`src/rtl/pic_command_sequencer.sv`:
```
// Command sequencer for an 8259-style PIC: decodes ICW1..ICW4 and OCW1..OCW3 writes,
// and generates the strobes for the INTA pulse sequence.
module pic_command_sequencer #(
  parameter logic [7:0] IMR_INIT = 8'h00
) (
  input  logic       clk,
  input  logic       rst_n,
  input  logic       cs_n,
  input  logic       wr_n,
  input  logic       rd_n,
  input  logic       inta_n,
  input  logic       a0,
  input  logic [7:0] din,
  output logic [7:0] icw1,
  output logic [7:0] icw2,
  output logic [7:0] icw3,
  output logic [7:0] icw4,
  output logic [7:0] imr,
  output logic       init_done,
  output logic       f_p,
  output logic       s_p,
  output logic       ns_eoi,
  output logic       sp_eoi,
  output logic [2:0] eoi_level,
  output logic       aeoi_p,
  output logic       rot_aeoi,
  output logic       read_isr
);

  typedef enum logic [2:0] {
    WAIT_ICW1,
    WAIT_ICW2,
    WAIT_ICW3,
    WAIT_ICW4,
    READY
  } state_t;

  state_t     state;
  logic       wr_prev;
  logic       inta_prev;
  logic [1:0] inta_cnt;
  logic       wr_edge;
  logic       inta_edge;
  logic       is_icw1;
  logic       inta_last;
  logic       unused_rd;

  // rd_n only steers the external read mux; it never touches sequencer state.
  assign unused_rd = rd_n;

  assign wr_edge   = !cs_n && !wr_n && wr_prev;
  assign inta_edge = !inta_n && inta_prev;
  assign is_icw1   = wr_edge && !a0 && din[4];
  assign inta_last = (inta_cnt == (icw4[0] ? 2'd1 : 2'd2));
  assign init_done = (state == READY);

  always_ff @(posedge clk or negedge rst_n) begin
    if (!rst_n) begin
      state     <= WAIT_ICW1;
      wr_prev   <= 1'b1;
      inta_prev <= 1'b1;
      inta_cnt  <= 2'd0;
      icw1      <= 8'h00;
      icw2      <= 8'h00;
      icw3      <= 8'h00;
      icw4      <= 8'h00;
      imr       <= IMR_INIT;
      f_p       <= 1'b0;
      s_p       <= 1'b0;
      ns_eoi    <= 1'b0;
      sp_eoi    <= 1'b0;
      eoi_level <= 3'd0;
      aeoi_p    <= 1'b0;
      rot_aeoi  <= 1'b0;
      read_isr  <= 1'b0;
    end else begin
      wr_prev   <= wr_n;
      inta_prev <= inta_n;
      f_p       <= 1'b0;
      s_p       <= 1'b0;
      ns_eoi    <= 1'b0;
      sp_eoi    <= 1'b0;
      aeoi_p    <= 1'b0;

      // ICW1 restarts initialisation from any state and swallows a coincident INTA edge.
      if (is_icw1) begin
        icw1     <= din;
        imr      <= IMR_INIT;
        read_isr <= 1'b0;
        rot_aeoi <= 1'b0;
        inta_cnt <= 2'd0;
        if (!din[0]) icw4 <= 8'h00;
        state    <= WAIT_ICW2;
      end else begin
        if (wr_edge && a0) begin
          case (state)
            WAIT_ICW2: begin
              icw2 <= din;
              if (!icw1[1])     state <= WAIT_ICW3;
              else if (icw1[0]) state <= WAIT_ICW4;
              else              state <= READY;
            end
            WAIT_ICW3: begin
              icw3  <= din;
              state <= icw1[0] ? WAIT_ICW4 : READY;
            end
            WAIT_ICW4: begin
              icw4  <= din;
              state <= READY;
            end
            READY:   imr <= din;
            default: ;
          endcase
        end else if (wr_edge && state == READY) begin
          if (din[4:3] == 2'b00) begin
            case (din[7:5])
              3'b001, 3'b101: ns_eoi <= 1'b1;
              3'b011, 3'b111: begin
                sp_eoi    <= 1'b1;
                eoi_level <= din[2:0];
              end
              3'b100:  rot_aeoi <= 1'b1;
              3'b000:  rot_aeoi <= 1'b0;
              default: ;
            endcase
          end else if (din[4:3] == 2'b01 && din[1]) begin
            read_isr <= din[0];
          end
        end

        if (inta_edge && state == READY) begin
          if (inta_last) begin
            s_p      <= 1'b1;
            aeoi_p   <= icw4[1];
            inta_cnt <= 2'd0;
          end else begin
            f_p      <= (inta_cnt == 2'd0);
            inta_cnt <= inta_cnt + 2'd1;
          end
        end
      end
    end
  end

endmodule

```
`config.mk`:
```
export PLATFORM = sky130hd
export DESIGN_NAME = pic_command_sequencer
export DESIGN_NICKNAME = d
export VERILOG_FILES = /design/src/rtl/pic_command_sequencer.sv
export SDC_FILE = /design/constraint.sdc
export NUM_CORES = 1
export LEC_CHECK = 0
export CORE_UTILIZATION = 52
export CTS_CLUSTER_SIZE = 14
export DETAILED_ROUTE_END_ITERATION = 10
export PLACE_DENSITY = 0.94
export SLEW_MARGIN = 30
export SYNTH_ARGS = -nofsm -noshare
export SYNTH_HDL_FRONTEND = slang
export SYNTH_SLANG_ARGS = --single-unit
```
`constraint.sdc`:
```
create_clock -name clk -period 4.2 [get_ports clk]
set_clock_uncertainty 0.15 [all_clocks]
set_input_delay 0.84 -clock clk [delete_from_list [all_inputs] [get_ports clk]]
set_output_delay 0.84 -clock clk [all_outputs]
set_load 0.02 [all_outputs]
```
==> results.py <==
metrics = {
    "placed_design": {
        "portBuffers": 64,
        "placed_area_sq_um": 3190,
        "hpwlAfterDp_mm": 4.19,
        "gp_congestion": 0.980,
        "post-place-ws_ps": 1020,
    },
    "global_routing": {
        "grt_pass1_vias": 2093,
        "grt_max_degree": 40,
        "gr-total-overflow": 0,
        "antenna_found_initial": 0,
        "grt_pass1_wl_mm": 10.2,
        "grtUsageTotal": 0.268,
    },
    "flow_run": {
        "maxCapViolCount": 0,
    },
    "synthesis": {
        "ys_types": 46,
        "synth_top_family_by_area": "simple AND/OR/NAND/NOR gates",
        "synth_top_area_frac": 0.548,
        "synth_async_sr_flop_share": 1.00,
        "synth.most_common_cell": "dfrtp_1",
        "yosys.area.top_type": "dfrtp_1",
        "syn_area_sq_um": 2510,
        "synthAdderAreaFrac": 0.00498,
        "yosys_warnings": 0,
        "syn_area_per_cell_sq_um": 11.6,
        "synth.mux.area_fraction": 0.121,
        "syn_nets": 233,
        "netlist_instances": 217,
        "synth_flop_cell": "dfrtp_1",
        "synth-edff-count": 0,
        "synth_xor_xnor_area_share": 0,
        "ys_ff_latch": 57,
        "seq_area_frac_synth": 0.569,
        "synth_compound_area_frac": 0.113,
        "synth_commonest_cells": "dfrtp_1, mux2_2, inv_1",
        "synth.area.top_cells": "dfrtp_1, mux2_2, o211ai_1",
        "yosys.area_share.simple": 0.150,
    },
    "layout": {
        "fillers": 316,
        "area_growth_pct": 34.6,
        "fin_area_sq_um": 3380,
        "diodes": 0,
        "final_nets": 298,
        "final_layout_size_suffix_gt1_frac": 0.174,
    },
    "sta": {
        "finalCritPeriodShare": 0.812,
        "whs_ps": 312,
        "setup_violations": 0,
        "worst_slew_pin_slew_ps": 671,
        "timing.final.max_slew_violations": 0,
        "layout_setup_ws_ps": 791,
        "period_needed_ps": 3410,
        "final-hold-violation-count": 0,
        "fmax_mhz": 293,
        "rsz0062_at_grt": "false",
        "final.setup.tns_ps": 0,
        "slew_headroom": 0.546,
    },
    "route": {
        "route.detailed.drc": 0,
        "routed_wl_mm": 6.24,
        "dr.first_iter.drc_count": 185,
        "vias_per_cell": 5.97,
        "vias": 2023,
        "firstDrtPassIters": 4,
        "wl_per_cell_microns": 18.4,
        "drt.antenna.violating_nets": 0,
    },
    "critical_path": {
        "crit_slowest_cell": "clkdlybuf4s50_1",
        "worstPathMaxFanout": 17,
        "cp_top_family": "buffers and inverters",
        "critPathKind": "reg -> out",
        "start_kind": "register",
        "critPathRequiredTime_ps": 3210,
        "cp_data_arrival_time_ps": 2420,
        "timing.critical_path.to_type": "output port",
        "path_cells": "or3b_1 > inv_2 > clkdlybuf4s50_1",
        "cp_num_buf_inv": 2,
        "critical-path-max-stage-delay_ps": 670,
    },
    "clock_network": {
        "numCtsBuffers": 9,
        "path_clk_slew_ps": 60,
        "clkSinkCount": 57,
        "cts_setup_buffers": 0,
        "hold_buffers": 0,
        "htree_levels": 3,
        "cts_resized": 0,
        "clockBufferDepth": 2,
        "clock_latency_ps": 340,
        "cts-root-buf": "clkbuf_8",
        "cts_tree": "yes",
    },
    "power_and_ir_drop": {
        "ir_worst_vdd_uv": 453,
        "p_total_uw": 1950,
        "powerDensity_nw_per_um2": 577,
        "leakage_uw": 0.00146,
    },
    "floorplanning": {
        "dieArea_sq_um": 5110,
        "num_rows": 24,
        "initial_utilization": 0.558,
        "fp.dieW_microns": 71.5,
        "pin_count": 66,
        "coreArea_sq_um": 4500,
        "fp.dieH_microns": 71.5,
    },
    "status": {
        "status": "finished, final reports clean",
    },
    "min_path": {
        "hp-class": "in -> async",
    },
}
[registers in the layout, indices dropped and copies added, names as in the netlist]
register	count
rot_aeoi	1
icw1	8
state	3
s_p	1
inta_prev	1
icw4	8
read_isr	1
aeoi_p	1
eoi_level	3
sp_eoi	1
icw3	8
icw2	8
f_p	1
ns_eoi	1
wr_prev	1
imr	8
inta_cnt	2
[kinds of logic after synthesis]
group / after synthesis
and+or+nand+nor: 61
DFF: 57
AOI/OAI and AO/OA: 44
buffers and inverters: 28
muxes: 26
adders and majority gates: 1
[area by class of cell]
class / count / area (sq um) / share of cell area
clock buffers: 13 / 149 / 0.0440
clock inverters: 3 / 40.0 / 0.0118
flip-flops and latches: 57 / 1430 / 0.422
well taps: 52 / 65.1 / 0.0192
inverters: 15 / 56.3 / 0.0166
repair buffers: 67 / 661 / 0.195
multi-input cells: 132 / 982 / 0.290
[cells in the final DEF (no fill, tap or decap), drive strengths merged, types with 2 or more instances in the layout]
cell            n
inv            15
nand3          11
nor2            2
clkdlybuf4s50  63
nor3            2
o211ai          9
mux2           25
o22ai           3
nor2b           2
nand2b          2
nor4b           3
a21oi          10
and2            2
nor4bb          2
or3             6
nand4           8
or2             2
dfstp           2
and3            2
dfrtp          55
nand2           9
clkbuf         13
clkinv          2
o21ai          11
buf             4
[path summary, 6_finish.rpt]
kind                       slack [ps]  cells after the start                       end                 start
setup / recovery                  790                      3                 init_done  state[0]$_DFFE_PN0P_
hold / removal                    310                      1  eoi_level[2]$_DFFE_PN0P_                 rst_n
hold reg to reg                   340                      1       icw1[4]$_DFFE_PN0P_   icw1[4]$_DFFE_PN0P_
setup reg to reg                 1900                      3  eoi_level[1]$_DFFE_PN0P_  state[0]$_DFFE_PN0P_
max in group asynchronous        2940                      2       icw2[2]$_DFFE_PN0P_                 rst_n
min in group clk                  340                      1       icw1[4]$_DFFE_PN0P_   icw1[4]$_DFFE_PN0P_
[per-layer routing]
layer / routed length, microns / track usage
met5: 0 / 0
met4: 95 / 0.0937
met3: 530 / 0.0928
met2: 3090 / 0.440
met1: 2530 / 0.334
[power by group]
part           switching (uW)  internal [uW]
registers                 102            684
logic                     342            329
clock network             208            289
[per-stage QoR]
stage,std cells,util
finish,339,0.751
detailed placement,323,0.708
global route,339,0.751
global placement,323,0.708
CTS,339,0.750
floorplan,217,-
Power figures use the tool's default switching activity.
